**src/rtl/mem_arbiter.sv**
```systemverilog
// mem_arbiter: shares one single-ported memory bus between the instruction
// fetch port and the data (load/store) port of a CPU core.
//
// Ports:
//   clk, reset       clock (rising edge), asynchronous active-low reset
//   if_req/if_addr   fetch request (held until if_ack) and address
//   if_rdata/if_ack  fetched word and one-cycle completion pulse
//   d_rd/d_wr        data read / write request (held until d_ack)
//   d_addr/d_wdata   data address and store data
//   d_rdata/d_ack    load data and one-cycle completion pulse
//   m_req/m_we       memory strobe and write enable (registered)
//   m_addr/m_wdata   memory address and write data (registered)
//   m_rdata/m_ack    memory read data and completion
//   bus_err          one-cycle pulse alongside the ack of an aborted access
//   stall            combinational core freeze while any access is pending
module mem_arbiter #(
  parameter int unsigned AW      = 32,
  parameter int unsigned DW      = 32,
  parameter int unsigned TIMEOUT = 16
) (
  input  logic          clk,
  input  logic          reset,
  input  logic          if_req,
  input  logic [AW-1:0] if_addr,
  output logic [DW-1:0] if_rdata,
  output logic          if_ack,
  input  logic          d_rd,
  input  logic          d_wr,
  input  logic [AW-1:0] d_addr,
  input  logic [DW-1:0] d_wdata,
  output logic [DW-1:0] d_rdata,
  output logic          d_ack,
  output logic          m_req,
  output logic          m_we,
  output logic [AW-1:0] m_addr,
  output logic [DW-1:0] m_wdata,
  input  logic [DW-1:0] m_rdata,
  input  logic          m_ack,
  output logic          bus_err,
  output logic          stall
);

  localparam int unsigned CW = $clog2(TIMEOUT) + 1;
  // Counter value at which an unacknowledged access is aborted.
  localparam logic [CW-1:0] CNT_LAST = CW'((TIMEOUT == 0) ? 0 : (TIMEOUT - 1));

  localparam logic [1:0] IDLE    = 2'd0;
  localparam logic [1:0] BUSY_IF = 2'd1;
  localparam logic [1:0] BUSY_D  = 2'd2;

  localparam logic GRANT_IF = 1'b0;
  localparam logic GRANT_D  = 1'b1;

  logic [1:0]    state,      state_nxt;
  logic [CW-1:0] cnt,        cnt_nxt;
  logic          last_grant, last_grant_nxt;
  logic          m_req_nxt,  m_we_nxt;
  logic [AW-1:0] m_addr_nxt;
  logic [DW-1:0] m_wdata_nxt;
  logic [DW-1:0] if_rdata_nxt, d_rdata_nxt;
  logic          if_ack_nxt, d_ack_nxt, bus_err_nxt;
  logic          d_pend, grant_d;

  assign d_pend = d_rd | d_wr;

  // Core freeze: any request not being acknowledged this cycle.
  assign stall = (if_req & ~if_ack) | (d_pend & ~d_ack);

  // State and registered outputs.
  always_ff @(posedge clk or negedge reset) begin
    if (!reset) begin
      state      <= IDLE;
      cnt        <= '0;
      last_grant <= GRANT_IF;
      m_req      <= 1'b0;
      m_we       <= 1'b0;
      m_addr     <= '0;
      m_wdata    <= '0;
      if_rdata   <= '0;
      d_rdata    <= '0;
      if_ack     <= 1'b0;
      d_ack      <= 1'b0;
      bus_err    <= 1'b0;
    end else begin
      state      <= state_nxt;
      cnt        <= cnt_nxt;
      last_grant <= last_grant_nxt;
      m_req      <= m_req_nxt;
      m_we       <= m_we_nxt;
      m_addr     <= m_addr_nxt;
      m_wdata    <= m_wdata_nxt;
      if_rdata   <= if_rdata_nxt;
      d_rdata    <= d_rdata_nxt;
      if_ack     <= if_ack_nxt;
      d_ack      <= d_ack_nxt;
      bus_err    <= bus_err_nxt;
    end
  end

  // Next-state and next-output logic.
  always_comb begin
    state_nxt      = state;
    cnt_nxt        = cnt;
    last_grant_nxt = last_grant;
    m_req_nxt      = m_req;
    m_we_nxt       = m_we;
    m_addr_nxt     = m_addr;
    m_wdata_nxt    = m_wdata;
    if_rdata_nxt   = if_rdata;
    d_rdata_nxt    = d_rdata;
    if_ack_nxt     = 1'b0;
    d_ack_nxt      = 1'b0;
    bus_err_nxt    = 1'b0;
    grant_d        = 1'b0;

    case (state)
      IDLE: begin
        // During an ack cycle the FSM is only just back in IDLE; requests
        // seen now are arbitrated at the following edge.
        if (!(if_ack | d_ack) && (if_req || d_pend)) begin
          grant_d        = d_pend && (!if_req || (last_grant == GRANT_IF));
          cnt_nxt        = '0;
          m_req_nxt      = 1'b1;
          last_grant_nxt = grant_d ? GRANT_D : GRANT_IF;
          if (grant_d) begin
            state_nxt   = BUSY_D;
            m_addr_nxt  = d_addr;
            m_we_nxt    = d_wr;  // rd and wr together is a write
            m_wdata_nxt = d_wdata;
          end else begin
            state_nxt   = BUSY_IF;
            m_addr_nxt  = if_addr;
            m_we_nxt    = 1'b0;
          end
        end
      end

      BUSY_IF, BUSY_D: begin
        if (m_ack) begin
          state_nxt = IDLE;
          m_req_nxt = 1'b0;
          m_we_nxt  = 1'b0;
          if (state == BUSY_D) begin
            d_rdata_nxt = m_rdata;
            d_ack_nxt   = 1'b1;
          end else begin
            if_rdata_nxt = m_rdata;
            if_ack_nxt   = 1'b1;
          end
        end else if ((TIMEOUT != 0) && (cnt == CNT_LAST)) begin
          // Watchdog abort: complete the access with zero data and an error.
          state_nxt   = IDLE;
          m_req_nxt   = 1'b0;
          m_we_nxt    = 1'b0;
          bus_err_nxt = 1'b1;
          if (state == BUSY_D) begin
            d_rdata_nxt = '0;
            d_ack_nxt   = 1'b1;
          end else begin
            if_rdata_nxt = '0;
            if_ack_nxt   = 1'b1;
          end
        end else if (cnt != {CW{1'b1}}) begin
          cnt_nxt = cnt + CW'(1);
        end
      end

      default: begin
        state_nxt = IDLE;
        m_req_nxt = 1'b0;
        m_we_nxt  = 1'b0;
      end
    endcase
  end

endmodule

```
**config.mk**
```make
export PLATFORM = sky130hd
export DESIGN_NAME = mem_arbiter
export DESIGN_NICKNAME = d
export VERILOG_FILES = /design/src/rtl/mem_arbiter.sv
export SDC_FILE = /design/constraint.sdc
export NUM_CORES = 1
export LEC_CHECK = 0
export CAP_MARGIN = 20
export CORE_UTILIZATION = 41
export DETAILED_ROUTE_END_ITERATION = 8
export HOLD_SLACK_MARGIN = 0.03
export PLACE_DENSITY_LB_ADDON = 0.12
export SLEW_MARGIN = 20
export SYNTH_ARGS = -nofsm -noshare
export SYNTH_HDL_FRONTEND = slang
export SYNTH_SLANG_ARGS = --single-unit
```
**constraint.sdc**
```tcl
create_clock -name clk -period 2.9 [get_ports clk]
set_clock_uncertainty 0.05 [all_clocks]
set_input_delay 0.29 -clock clk [delete_from_list [all_inputs] [get_ports clk]]
set_output_delay 0.29 -clock clk [all_outputs]
set_load 0.1 [all_outputs]
```
==> impl_metrics.csv, run 1 <==
group,metric,value,unit
synth,syn_nets,656,
synth,yosysWarnings,0,
sta,worstMarginPinSlew,633,ps
sta,slew-limit-headroom,57.8,%
floorplanning,core,0.0133,sq mm
layout,syn2layout_area_growth,56.7,%
layout,fin_nets,920,
worst_setup_path,setup.worst_path.end_class,"flop",
layout,diodes,0,
clock_tree,numCtsBuffers,17,
global_route,gr-total-overflow,0,
clock_tree,cts.path.max_buffers,2,
worst_setup_path,critical_path_required,3140,ps
run,max_cap_violations,0,
global_route,antenna_found_initial,0,
clock_tree,cts_resized,0,
sta,min_period,2270,ps
clock_tree,clock_latency,410,ps
clock_tree,clk_pin_slew,60,ps
global_route,grt_usage,21.9,%
global_route,grt_max_degree,69,
floorplanning,die_width,120,um
clock_tree,cts.htree.levels,4,
sta,rsz0062_at_grt,"false",
drt,routedWlPerCell,15.5,um
sta,tns,0,ps
floorplanning,rows,42,
placement,dp_hpwl,10900,um
clock_tree,cts_sinks,141,
layout,drive_gt1_share,23.0,%
synth,avgSynthCellArea,11.0,sq um
sta,drv_slew,0,
layout,final_cells,970,
sta,min_period_over_period,78.4,%
sta,setup_viol,0,
drt,antenna_left,0,
synth,syn_inst,517,
outcome,status,"finished clean",
sta,fmax,0.440,GHz
drt,routed_via_density,4.81,
clock_tree,cts_tree,"done",
placement,io_buffers,267,
global_route,grt_pass1_vias,4778,
worst_setup_path,startpoint_type,"flop",
placement,numPlacedInstances,937,
drt,wirelength,15100,um
sta,setup_ws,627,ps
drt,firstDrtPassIters,5,
placement,dp_slack,545,ps
synth,ys_seq_area_share,62.2,%
synth,ys_ff_latch,141,
floorplanning,die_h,120,um
drt,vias,4662,
drt,first_iter_violations,156,
clock_tree,cts_root_buf,"clkbuf_16",
worst_setup_path,path_max_fanout,7,
floorplanning,start_util,42.5,%
worst_setup_path,crit_arrival,2510,ps
worst_setup_path,r2r_slack,630,ps
sta,hold_slack,390,ps
synth,syn_area,0.00567,sq mm
drt,drc,0,
floorplanning,io_pins,268,
placement,gp_congestion,0.762,
worst_setup_path,critical_path_class,"flop to flop",
sta,hold_viol,0,
synth,synth_cell_type_count,31,
worst_setup_path,reg2reg_depth,7,
floorplanning,fp.dieArea,0.0143,sq mm
global_route,grt_pass1_wl,24300,um
min_path,worst_hold_path_type,"input pin to asynchronous set/reset pin",
[Yosys cell counts]
cell type,count,area [sq um]
a2111oi_4,1,27.5
a21oi_1,34,170
a22o_1,1,8.76
a32o_1,1,10.0
and2_1,2,12.5
and3_1,1,6.26
buf_1,1,3.75
buf_2,9,45.0
clkbuf_1,22,82.6
dfrtp_1,141,3530
ha_1,5,62.6
inv_1,9,33.8
mux2_1,29,327
mux2_2,4,45.0
mux2i_1,32,320
nand2_1,103,387
nand2_2,1,6.26
nand2b_1,1,6.26
nand3_1,2,10.0
nor2_1,34,128
nor2b_1,1,6.26
nor3b_1,1,7.51
nor4b_1,1,8.76
o211ai_1,2,15.0
o21ai_0,72,360
o22ai_1,1,6.26
o2bb2ai_1,1,8.76
o31ai_1,2,15.0
or2_2,1,6.26
or3_1,1,6.26
or4b_2,1,10.0
[sequential cells by signal (all words and copies together) (netlist names), 2 cells and up]
register / count
d_rdata: 32
if_rdata: 32
m_addr: 32
m_wdata: 32
cnt: 5
state: 2
[worst max-delay path, stage by stage (launching register included)]
cell and delay [ps]:
dfrtp_1 410, ha_1 240, and3_1 210, ha_1 230, nor4b_1 400, o211ai_1 300
o21ai_0 230, o31ai_1 90
[what timing repair did]
action / 4_1_cts / 5_1_grt
hold endpoints to repair: 66 / 0
hold buffers: 1 / 0
buffers inserted: 0 / 0
[metal layers]
layer	vias to the layer above	wire [um]	track usage, %
met1	2203	6250	26.9
met3	15	1240	7.03
met2	174	7400	35.8
met4	0	182	8.36
li1	2270	-	-
met5	-	0	0
[logic make-up after synthesis]
kind of cell | count (synthesis) | share of synthesized area [%]
simple gates | 150 | 10.6
flops | 141 | 62.2
compound gates | 115 | 11.0
mux | 65 | 12.2
buf+inv | 41 | 2.91
fa+ha+maj | 5 | 1.10
[path summary, 6_finish.rpt]
| check | start | to |
|---|---|---|
| setup / recovery | cnt[0] | cnt[3] |
| hold / removal | reset | m_addr[9] |
| setup reg to reg | cnt[0] | cnt[3] |
| hold reg to reg | if_rdata[13] | if_rdata[13] |
| max in group asynchronous | reset | d_rdata[17] |
| min in group clk | m_rdata[5] | if_rdata[5] |
[layout by cell type (no fill, tap or decap), drive strengths merged]
master and n:
dlygate4sd3 1, o2bb2ai 1, nand2 104, clkinvlp 3, and2 2, nor4b 1, a21oi 34, inv 9
mux2i 32, clkinv 2, o22ai 1, o31ai 2, o211ai 2, ha 5, buf 144, or4b 1
nand3 2, nor3b 1, clkdlybuf4s50 132, nor2 34, nor2b 1, bufinv 6, nand2b 1, mux2 33
a22o 1, or3 1, a32o 1, and3 1, clkbuf 21, o21ai 72, or2 1, dfrtp 141
a2111oi 1
[through the flow]
stage | utilization (%) | cell area [sq um]
floorplan | - | 5670
detailed placement | 61.4 | 8200
global route | 66.6 | 8880
global placement | 61.4 | 8200
finish | 66.6 | 8880
CTS | 66.6 | 8880
[cell type report]
| type | instances | area, sq um |
|---|---|---|
| fill | 1063 | 4460 |
| sequential | 141 | 3530 |
| timing repair buffer | 277 | 2440 |
| tap | 176 | 220 |
| clock buffer | 21 | 460 |
| multi-input combinational | 335 | 1990 |
| inverter | 9 | 33.8 |
| clock inverter | 11 | 213 |
Power of run 1 is not shown: default switching activity piles up to over one toggle a cycle in this logic, so the estimate is an artifact.
==> inputs of run 2 (changes only) <==
--- a/config.mk
+++ b/config.mk
@@ -6,7 +6,7 @@
 export NUM_CORES = 1
 export LEC_CHECK = 0
 export CAP_MARGIN = 20
-export CORE_UTILIZATION = 41
+export CORE_UTILIZATION = 37
 export DETAILED_ROUTE_END_ITERATION = 8
 export HOLD_SLACK_MARGIN = 0.03
 export PLACE_DENSITY_LB_ADDON = 0.12
==> constraint.sdc (replaced) <==
create_clock -name clk -period 1.86 [get_ports clk]
set_clock_uncertainty 0.05 [all_clocks]
set_input_delay 0.186 -clock clk [delete_from_list [all_inputs] [get_ports clk]]
set_output_delay 0.186 -clock clk [all_outputs]
set_load 0.1 [all_outputs]
==> impl_metrics.csv, run 2 (synthesized netlist as in run 1, its figures left out) <==
group,metric,value,unit
outcome,status,"finished with violations",
outcome,violations,"negative setup slack",
placement,io_buffers,267,
drt,dr_wl_met2,9220,um
worst_setup_path,startpoint,"cnt[0]",
layout,final_core_util,67.9,%
clock_tree,cts_sinks,141,
worst_setup_path,reg2reg_depth,7,
sta,setup_viol,37,
clock_tree,cts.htree.levels,4,
drt,firstDrtPassIters,4,
sta,fmax,0.509,GHz
drt,wl_met1,7160,um
drt,wirelength,18000,um
layout,fin_nets,961,
floorplanning,core,0.0148,sq mm
global_route,antenna_found_initial,0,
sta,hold_viol,0,
worst_setup_path,r2r_slack,-110,ps
sta,rsz0062_at_grt,"true",
worst_setup_path,path_delay_family,"compound AO/OA/AOI/OAI gates",
layout,nFillCells,1089,
worst_setup_path,r2r-start,"cnt[0]",
floorplanning,rows,44,
sta,min_period_over_period,106,%
global_route,gr-total-overflow,0,
worst_setup_path,cpPeakStageDelay,390,ps
min_path,worst_hold_path_type,"input pin to asynchronous set/reset pin",
sta,min_period,1970,ps
layout,syn2layout_area_growth,76.8,%
drt,routed_via_density,4.89,
worst_setup_path,path_max_fanout,7,
clock_tree,clk_pin_slew,60,ps
floorplanning,io_pins,268,
floorplanning,die_h,126,um
drt,maxUsedRoutingLayer,"met4",
layout,ff_latch_area,0.00353,sq mm
global_route,grt_max_degree,47,
sta,tns,-1670,ps
sta,drv_slew,0,
drt,first_iter_violations,179,
placement,gp_congestion,0.749,
global_route,grt_pass1_wl,25600,um
worst_setup_path,critical_path_class,"flop to flop",
clock_tree,cts_root_buf,"clkbuf_16",
worst_setup_path,cp.depth,7,
clock_tree,cts.path.max_buffers,2,
sta,worstMarginPinSlew,618,ps
drt,routedWlPerCell,17.7,um
global_route,grt_pass1_vias,4865,
layout,multiInputGateArea,0.00244,sq mm
worst_setup_path,setup.worst_path.end_class,"flop",
drt,vias,4982,
floorplanning,fp.dieArea,0.0158,sq mm
worst_setup_path,startpoint_type,"flop",
drt,wl_met3,1330,um
sta,setup_ws,-105,ps
layout,drive_gt1_share,38.2,%
worst_setup_path,r2r-end,"cnt[3]",
worst_setup_path,path_cells,"ha_2, and3_4, ha_4, nor4b_4, o211ai_1, o21ai_1, o31ai_1",
worst_setup_path,critical_path_required,2110,ps
worst_setup_path,critPathBufInv,0,
floorplanning,start_util,38.4,%
drt,drc,0,
layout,mostFrequentLayoutCell,"buf_4",
layout,diodes,0,
worst_setup_path,cp-endpoint,"cnt[3]",
clock_tree,numCtsBuffers,17,
global_route,grt_usage,20.9,%
worst_setup_path,crit_arrival,2210,ps
sta,slew-limit-headroom,58.6,%
run,max_cap_violations,0,
layout,final_cell_mix,"buf_4 (155), dfrtp_1 (139), clkdlybuf4s50_1 (132), nand2_1 (71), nor2_1 (34)",
placement,dp_hpwl,11300,um
drt,antenna_left,0,
floorplanning,die_width,126,um
worst_setup_path,critPathSlowestCell,"dfrtp_1",
clock_tree,cts_tree,"done",
clock_tree,clock_latency,420,ps
-- run 2: cell types whose count changed in the layout (fill, tap and decap cells not counted), moves of 14 or more --
cell	delta
nand2_1	-32
o21ai_1	+20
mux2_1	-25
buf_4	+14
mux2_4	+26
o21ai_2	+22
o21ai_0	-42
nand2_4	+22
-- run 2: layout make-up --
cell class | instances | area share [%]
multi-input combinational | 335 | 24.3
inverter | 9 | 0.362
tap | 184 | 2.30
sequential | 141 | 35.2
clock buffer | 18 | 4.38
clock inverter | 14 | 2.15
timing repair buffer | 318 | 31.2
-- run 2: worst register-to-register path: stages (launching register included) --
cell      delay, ps
dfrtp_1         390
ha_2            190
and3_4          170
ha_4            170
nor4b_4         300
o211ai_1        280
o21ai_1         210
o31ai_1          80
-- run 2: how the worst min path moves through the flow --
stage | from | end | slack, ps | cells after the start
5_1_grt | reset | m_wdata[2] | 250 | 2
3_3_place_gp | reset | m_wdata[22] | 90 | 1
3_5_place_dp | reset | m_wdata[2] | 100 | 1
4_1_cts | reset | m_wdata[6] | 220 | 2
6_report | reset | m_wdata[2] | 230 | 2
2_1_floorplan | reset | bus_err | -160 | 0
-- run 2: per-layer routing --
| metal | vias up | global-route usage (%) |
|---|---|---|
| met5 | - | 0 |
| met4 | 0 | 8.43 |
| met3 | 21 | 7.39 |
| met2 | 193 | 35.4 |
| met1 | 2396 | 24.4 |
| li1 | 2372 | - |
-- run 2: metrics by stage --
stage	std cells	setup WS [ps]	area, sq um	hold WS [ps]
detailed placement	964	-226	8520	99.6
CTS	1004	-76.5	9370	223
floorplan	517	-38.6	5810	-160
global placement	964	-143	8520	94.6
finish	1019	-105	10000	225
global route	1019	-183	10000	248
-- run 2: timing repair --
item,4_1_cts,5_1_grt
setup buffers,3,3
hold buffers,1,0
pin swaps,6,43
endpoints found under the setup margin,66,79
gates resized for setup,21,138
gates cloned,4,12
hold endpoints to repair,43,0
Power of run 2 is left out for the same reason.
